==> src/rtl/mod_counter.sv <==
// Modulo-N up/down counter with enable-gated prescaler, synchronous clear and
// saturating parallel load. Single clock domain; tc is combinational, wrap registered.
module mod_counter #(
  parameter int unsigned     WIDTH    = 4,
  parameter longint unsigned MODULO   = 16,
  parameter int unsigned     PRESCALE = 1
) (
  input  logic             clk,
  input  logic             reset,
  input  logic             en,
  input  logic             up,
  input  logic             clear,
  input  logic             load,
  input  logic [WIDTH-1:0] load_val,
  output logic [WIDTH-1:0] q,
  output logic             tc,
  output logic             wrap
);

  localparam int unsigned      PW       = (PRESCALE > 1) ? $clog2(PRESCALE) : 1;
  localparam logic [WIDTH-1:0] MAX_Q    = WIDTH'(MODULO - 1);
  localparam logic [PW-1:0]    PRE_LAST = PW'(PRESCALE - 1);

  logic [PW-1:0]    pre;
  logic [PW-1:0]    pre_next;
  logic [WIDTH-1:0] q_next;
  logic             wrap_next;
  logic             tick;

  // With PRESCALE==1 the prescaler is pinned at 0, so tick reduces to en.
  assign tick = en && (pre == PRE_LAST);
  assign tc   = up ? (q == MAX_Q) : (q == '0);

  always_comb begin
    q_next    = q;
    pre_next  = pre;
    wrap_next = 1'b0;
    if (clear) begin
      q_next   = '0;
      pre_next = '0;
    end else if (load) begin
      q_next   = (load_val > MAX_Q) ? MAX_Q : load_val;
      pre_next = '0;
    end else if (en) begin
      pre_next = tick ? '0 : pre + PW'(1);
      if (tick) begin
        if (up) begin
          if (q == MAX_Q) begin
            q_next    = '0;
            wrap_next = 1'b1;
          end else begin
            q_next = q + WIDTH'(1);
          end
        end else begin
          if (q == '0) begin
            q_next    = MAX_Q;
            wrap_next = 1'b1;
          end else begin
            q_next = q - WIDTH'(1);
          end
        end
      end
    end
  end

  always_ff @(posedge clk or negedge reset) begin
    if (!reset) begin
      q    <= '0;
      pre  <= '0;
      wrap <= 1'b0;
    end else begin
      q    <= q_next;
      pre  <= pre_next;
      wrap <= wrap_next;
    end
  end

endmodule

==> config.mk <==
export PLATFORM = sky130hd
export DESIGN_NAME = mod_counter
export DESIGN_NICKNAME = d
export VERILOG_FILES = /design/src/rtl/mod_counter.sv
export SDC_FILE = /design/constraint.sdc
export NUM_CORES = 1
export LEC_CHECK = 0
export BUFFER_PORTS_ARGS = -buffer_cell sky130_fd_sc_hd__buf_2
export CORE_AREA = 2 2 39 41
export CTS_CLUSTER_DIAMETER = 50
export CTS_CLUSTER_SIZE = 16
export DETAILED_ROUTE_END_ITERATION = 8
export DIE_AREA = 0 0 41 43
export HOLD_SLACK_MARGIN = 0.03
export PLACE_DENSITY = 0.57
export SLEW_MARGIN = 20
export SYNTH_ARGS = -nofsm -noshare
export SYNTH_HDL_FRONTEND = slang
export SYNTH_SLANG_ARGS = --single-unit
==> constraint.sdc <==
create_clock -name clk -period 1.7 [get_ports clk]
set_input_delay 0 -clock clk [delete_from_list [all_inputs] [get_ports clk]]
set_output_delay 0 -clock clk [all_outputs]
set_load 0.02 [all_outputs]
---- Yosys cells after proc, flatten, opt, wreduce, memory -nomap -nowiden ----
Cells that the tools add are included.
storage, ports and cells
  register bits after elaboration ......... 6
  input bits .............................. 10
  output and inout port bits .............. 6
operators by class
  $add $sub $neg .......................... 3
  magnitude comparators ................... 1
  equality and inequality tests ........... 1
  multiplexer cells ....................... 20
  bitwise logic cells ..................... 1
  reduce and logical (&&, ||, !) cells .... 5
operator list
  cell                   number
  $mux W4                8
  $mux W1                12
  $reduce_bool A3 Y1     2
  $add A4 B1 Y4 const B  1
  $eq A4 B4 Y1 const B   1
  $gt A4 B4 Y1 const B   1
  $logic_not A4 Y1       1
  $sub A4 B1 Y4 const B  1
  $reduce_and A2 Y1      1
  $add A1 B1 Y1 const B  1
  $logic_and A1 B1 Y1    1
  $not A1 Y1             1

---- Logic depth before layout (Yosys ltp) ----
Gate-level depths: netlist of run 1.
  word-level depth ........................ 7
  gate-level depth with buffers ........... 6

---- Worst setup path before layout of run 1 ----
OpenSTA, ideal clock, no wires.
  path kind ............................... register -> register
  start point ............................. reg q[0]
  end point ............................... reg q[1]
  setup time .............................. 0.125 ns
  arrival ................................. 1.366 ns
  required time ........................... 1.575 ns
  setup slack ............................. 0.209 ns
  stages on the path, launching flop included .. 7
  path through ............................ dfrtp_1 inv_1 ha_1 xor2_1 nor2_1 a211oi_1 nor3_1
between the ends
  word-level cells in the longest chain between the ends .. 7
RTL lines
  what                                         RTL line  source
  from (decl)                                  15        output logic [WIDTH-1:0] q,
  from (signal assigned)                       72        q <= q_next;
  $sub A4 B1 Y4, or another cell as far along  59        q_next = q - WIDTH'(1);
  $mux W4 (on tied branches)                   55, 48
  $mux W4 *                                    47        if (up) begin
  $mux W4 *                                    46        if (tick) begin
  $mux W4 *                                    44        end else if (en) begin
  $mux W4 *                                    41        end else if (load) begin
  $mux W4 *                                    38        if (clear) begin
Every way passes the cells marked *; elsewhere a longest branch is shown, timed or not. The select of a mux whose other input is x is not followed.
A chain may end at the register's enable or synchronous reset.

---- Worst setup path after layout of run 1 ----
Ends and elaborated chain as after synthesis.

==> flow_summary.ini, run 1 <==
[outcome]
status = complete, no violations

[placed_design]
preCtsSetupSlack_ns = 0.2690
portBuffers = 15
hpwl_um = 722
placed_area_um2 = 504.2
gp_congestion = 0.7629

[power]
power_mw = 0.4059
power_switching_mw = 0.1267
p_int_mw = 0.2792
switching_share_pct = 31.21
pwr-share-seq_pct = 41.1
clkPwrFrac_pct = 32.9
ir_worst_vdd_mv = 0.2657
power_leakage_nw = 0.3158
comb_power_share_pct = 26.0
power.density_nw_per_um2 = 703.8

[yosys]
synth-seq-cells = 6
ys.warnings.count = 0
yosys_most_used_dff = dfrtp_1
synth_edf_count = 0
yosysUniqueCellTypes = 26
synth_area_um2 = 414.1
syn_nets = 60
yosysSeqAreaShare_pct = 36.25
ys_async_sr_fraction_pct = 100.0
netlist_instances = 48
syn_avg_cell_area_um2 = 8.628

[setup_path]
reg2reg_to = q[1]
cp.required_ns = 1.82
r2r_slack_ns = 0.25
startpoint = q[0]
crit_path_start_kind = flop
r2r-start = q[0]
cp_max_fo = 8
arrival_ns = 1.58
cpPeakStageDelay_ns = 0.45
critPathKind = reg -> reg
r2r_cells = 6
slowest_stage = dfrtp_1
cp-endpoint = q[1]
cp-end-kind = flop
worstPathCellList = inv_1 > ha_1 > xor2_1 > nor2_1 > a211oi_1 > nor3_1

[timing]
hold_viol_final = 0
period_share_pct = 85.48
slew_violations = 0
max_freq_mhz = 688.2
rsz0062_at_grt = false
finClkSkew_ns = 0.001196
slew_headroom_pct = 83.75
tightest_slew_ns = 0.2438
tns_ns = 0
min_period_ns = 1.453
setup_viol = 0
timing.final.ws_setup_ns = 0.2468

[layout]
area_delta_synth_final_pct = 39.27
diodes = 0
nets = 84
fin_area_um2 = 576.8
drive_gt1_share_pct = 27.14
fill_cells = 154

[clocking]
cts_tree = yes
cts_made_buffers = 3
cts.sinks = 6
cts_setup_buffers = 0
cts.path.max_buffers = 2
root_buffer = clkbuf_4
htree_levels = 1
cts.clk_slew.worst_paths_ns = 0.05
clock_latency_ns = 0.24

[global_routing]
grt.overflow.total = 0
grt_pass1_vias = 382
grt_usage_pct = 13.81
antenna_found_initial = 0
grt_pass1_wl_um = 1580
grt_max_degree = 11

[floorplan]
die_w_um = 41
pin_count = 16
start_util_pct = 29.93
die_area_um2 = 1763
row_count = 14
core_area_um2 = 1384
die_h_um = 43

[min_path]
hold_class = in -> reg

[detailed_routing]
avgRoutedWirePerCell_um = 11.70
via_per_inst = 4.930
drt_iter0_markers = 7
vias = 424
final_antenna_net_count = 0
drt_wl_total_um = 1006
first_pass_iters = 3
drc = 0

[job]
drv_cap = 0
power by group through the flow:
stage / combinational [mW] / sequential [mW] / clock (mW)
global placement: 0.0991 / 0.168 / 0
floorplan: 0.0537 / 0.177 / 0
global route: 0.118 / 0.169 / 0.151
CTS: 0.106 / 0.166 / 0.141
detailed placement: 0.0986 / 0.169 / 0
finish: 0.106 / 0.167 / 0.133
cell families (layout without fill, tap and decap cells):
| logic type | after synthesis | in the layout | share of synthesized area (%) |
|---|---|---|---|
| flip-flops | 6 | 6 | 36.25 |
| buffers and inverters | 5 | 27 | 4.832 |
| XOR/XNOR | 2 | 2 | 4.230 |
| AND/OR/NAND/NOR | 19 | 19 | 25.38 |
| adder cells (fa/ha/maj) | 2 | 2 | 6.041 |
| multiplexers | 1 | 1 | 2.417 |
| AO/OA/AOI/OAI | 13 | 13 | 20.85 |
sequential cells by signal (all words and copies together) (netlist names):
register and count:
pre 1, q 4, wrap 1
synthesized netlist by cell type (2+ instances only):
cell	n	area, µm²
a21oi_1	3	15.01
a31oi_1	2	12.51
dfrtp_1	6	150.1
ha_1	2	25.02
inv_1	4	15.01
nand2_1	3	11.26
nor2_1	5	18.77
nor2b_1	2	12.51
nor3_1	2	10.01
o21ai_0	2	10.01
xor2_1	2	17.52
metal layers:
layer | global-route usage, % | share of wire, % | up-vias
met1 | 18.24 | 47 | 195
met4 | 8.000 | 1.4 | 0
met5 | 0 | 0 | -
met3 | 3.141 | 4.1 | 2
li1 | - | - | 217
met2 | 19.69 | 47 | 10
worst max-delay path: cells and delay by family, from the launching register on:
family / cells / cell delay (ns)
adders and majority gates: 1 / 0.31
and+or+nand+nor: 2 / 0.11
buffers and inverters: 1 / 0.09
AOI/OAI and AO/OA: 1 / 0.22
xor gates and xnor gates: 1 / 0.15
DFF: 1 / 0.45
layout by cell type (no fill, tap or decap):
cell type | Yosys | routed
a211oi_1 | 1 | 1
a21o_1 | 1 | 1
a21oi_1 | 3 | 3
a311o_1 | 1 | 1
a31oi_1 | 2 | 2
and2_1 | 1 | 1
and2b_1 | 1 | 1
and3_1 | 1 | 1
buf_2 | 1 | 15
clkbuf_4 | 0 | 3
dfrtp_1 | 6 | 6
dlygate4sd3_1 | 0 | 5
ha_1 | 2 | 2
inv_1 | 4 | 4
mux2i_1 | 1 | 1
nand2_1 | 3 | 3
nand2b_1 | 1 | 1
nand3_1 | 1 | 1
nand4_2 | 1 | 1
nor2_1 | 5 | 5
nor2b_1 | 2 | 2
nor3_1 | 2 | 2
nor4b_1 | 1 | 1
o21a_1 | 1 | 1
o21ai_0 | 2 | 2
o31ai_1 | 1 | 1
o32ai_1 | 1 | 1
xor2_1 | 2 | 2
metrics by stage:
step                util (%)  hold slack [ns]  instances
finish                 41.68          0.04000         86
global route           41.68          0.05110         86
CTS                    41.68          0.03241         86
detailed placement     36.44          -0.1607         78
global placement       36.44          -0.1587         78
floorplan                  -          -0.2956         48
worst min-delay path by stage:
stage,from,end,slack (ns),cells after the start
6_report,load_val[1],q[1],0.04,3
5_1_grt,load_val[1],q[1],0.05,3
4_1_cts,load_val[1],q[1],0.03,3
3_5_place_dp,reset,q[3],-0.16,1
3_3_place_gp,reset,q[3],-0.16,1
2_1_floorplan,reset,pre,-0.30,0
area by class of cell:
cell class / count / area [µm²] / area share [%]
timing repair buffer: 20 / 125.1 / 21.69
clock buffer: 3 / 22.52 / 3.905
multi-input combinational: 37 / 244.0 / 42.30
tap: 16 / 20.02 / 3.471
sequential: 6 / 150.1 / 26.03
inverter: 4 / 15.01 / 2.603
timing repair:
action,CTS,global route
setup endpoints to repair,0,0
hold endpoints to repair,9,0
gates resized for setup,0,0
hold buffers,5,0
Note: power is estimated with default switching activity, not from simulation.
==> run 2, diff against run 1 <==
==> constraint.sdc (replaced) <==
create_clock -name clk -period 1.65 [get_ports clk]
set_input_delay 0.2475 -clock clk [delete_from_list [all_inputs] [get_ports clk]]
set_output_delay 0.2475 -clock clk [all_outputs]
set_load 0.02 [all_outputs]
==> run 2 against run 1 <==
Effect of this change:
- clock power grew 5%
- final area shrank 6.5%
- combinational power is essentially flat
- register-to-register slack lost 0.02 ns
- sequential power grew 4%
- setup slack lost 0.15 ns
- critical endpoint is now tc
- largest cell class unchanged
- largest power group unchanged
- highest routed layer unchanged
==> flow_summary.ini, run 2 (same netlist as run 1, synthesis figures left out) <==
[setup_path]
slowest_stage = dfrtp_2
crit_path_start_kind = flop
cpPeakStageDelay_ns = 0.44
arrival_ns = 1.31
worst-path-buf-inv = 2
cp_top_family = flip-flops
worstPathCellList = inv_1 > ha_1 > nand3_1 > nand2_1 > buf_2
critPathKind = reg -> out
cp.required_ns = 1.40
cp_max_fo = 8
cp-end-kind = primary output

[floorplan]
die_area_um2 = 1763
row_count = 14
core_area_um2 = 1384
die_h_um = 43
start_util_pct = 29.93
die_w_um = 41
pin_count = 16

[power]
power_leakage_nw = 0.2936
power.density_nw_per_um2 = 768.6
power_mw = 0.4145
pwr-share-seq_pct = 41.7
switching_share_pct = 31.49
power_switching_mw = 0.1305
p_int_mw = 0.2840
ir_worst_vdd_mv = 0.2624
clkPwrFrac_pct = 33.4
comb_power_share_pct = 24.9

[timing]
hold_viol_final = 0
period_share_pct = 94.27
min_period_ns = 1.555
finClkSkew_ns = 0.002448
setup_viol = 0
slew_headroom_pct = 83.85
max_freq_mhz = 642.9
tns_ns = 0
slew_violations = 0
timing.final.ws_setup_ns = 0.09452
tightest_slew_ns = 0.2422
rsz0062_at_grt = false

[min_path]
hold_class = in -> reg

[placed_design]
hpwl_um = 722
preCtsSetupSlack_ns = 0.2190
portBuffers = 15
gp_congestion = 0.7629

[layout]
area_delta_synth_final_pct = 30.21
top_regs = q x4, pre x1, wrap x1
final_common_cell = buf_2
fill_cells = 155
largest_reg_flops = 4
diodes = 0
drive_gt1_share_pct = 31.82
top_register = q
nets = 80
most-common-layout-cells = buf_2, nor2_1, inv_1, dfrtp_1

[global_routing]
grt_pass1_vias = 370
grt_pass1_wl_um = 1538
grt_max_degree = 11
grt.overflow.total = 0
grt_usage_pct = 13.51
antenna_found_initial = 0

[detailed_routing]
via_per_inst = 4.890
drt_wl_total_um = 969
drt_iter0_markers = 4
avgRoutedWirePerCell_um = 11.82
drc = 0
final_antenna_net_count = 0
vias = 401
first_pass_iters = 4

[clocking]
cts.sinks = 6
cts_tree = yes
cts_made_buffers = 3
root_buffer = clkbuf_4
cts.clk_slew.worst_paths_ns = 0.05
htree_levels = 1
clock_latency_ns = 0.24
cts.path.max_buffers = 2

[job]
drv_cap = 0

[outcome]
status = complete, no violations
-- run 2: layer usage --
| metal | up-vias | track usage (%) | wire (µm) |
|---|---|---|---|
| met3 | 2 | 3.141 | 45 |
| met1 | 179 | 17.92 | 458 |
| met5 | - | 0 | 0 |
| met4 | 0 | 8.000 | 14 |
| met2 | 12 | 19.06 | 451 |
| li1 | 208 | - | - |
-- run 2: power groups by stage --
| stage | sequential [mW] | combinational, mW | clock [mW] |
|---|---|---|---|
| final | 0.173 | 0.103 | 0.139 |
| after global routing | 0.175 | 0.115 | 0.156 |
| after CTS | 0.171 | 0.104 | 0.145 |
| after detailed placement | 0.174 | 0.102 | 0 |
| after global placement | 0.174 | 0.102 | 0 |
| after floorplan | 0.182 | 0.0554 | 0 |
-- run 2: worst paths after layout --
check                            from  endpoint  slack (ns)  depth (start not counted)
worst max register to register   q[0]      q[0]        0.23                          5
min in group asynchronous       reset      wrap        0.36                          2
max in group asynchronous       reset      q[1]        1.13                          2
worst min register to register    pre       pre        0.55                          1
worst min-delay path               en       pre        0.19                          2
worst max-delay path             q[0]        tc        0.09                          5
-- run 2: layout make-up --
cell class / count / area (µm²) / share of cell area [%]
sequential: 6 / 152.6 / 28.31
timing repair buffer: 16 / 85.08 / 15.78
multi-input combinational: 37 / 244.0 / 45.24
tap: 16 / 20.02 / 3.712
clock buffer: 3 / 22.52 / 4.176
inverter: 4 / 15.01 / 2.784
-- run 2: worst register-to-register path, cell delays in order (launching register included) --
cell and delay, ns:
dfrtp_2 0.44, ha_1 0.25, nand4_2 0.11, nand2_1 0.06, a311o_1 0.34, a21oi_1 0.14
-- run 2: through the flow --
| step | cells | hold WS [ns] | utilization, % | area, µm² |
|---|---|---|---|---|
| 2_1_floorplan | 48 | -0.04809 | - | 414.1 |
| 3_3_place_gp | 78 | 0.08880 | 36.44 | 504.2 |
| 3_5_place_dp | 78 | 0.08677 | 36.44 | 504.2 |
| 4_1_cts | 82 | 0.1842 | 38.79 | 536.8 |
| 5_1_grt | 82 | 0.1978 | 38.97 | 539.3 |
| 6_report | 82 | 0.1863 | 38.97 | 539.3 |
-- run 2: what timing repair did --
item	CTS	global route
gates resized for setup	0	2
endpoints found under the hold margin	6	0
setup endpoints to repair	0	1
hold buffers	1	0
setup buffers	0	0
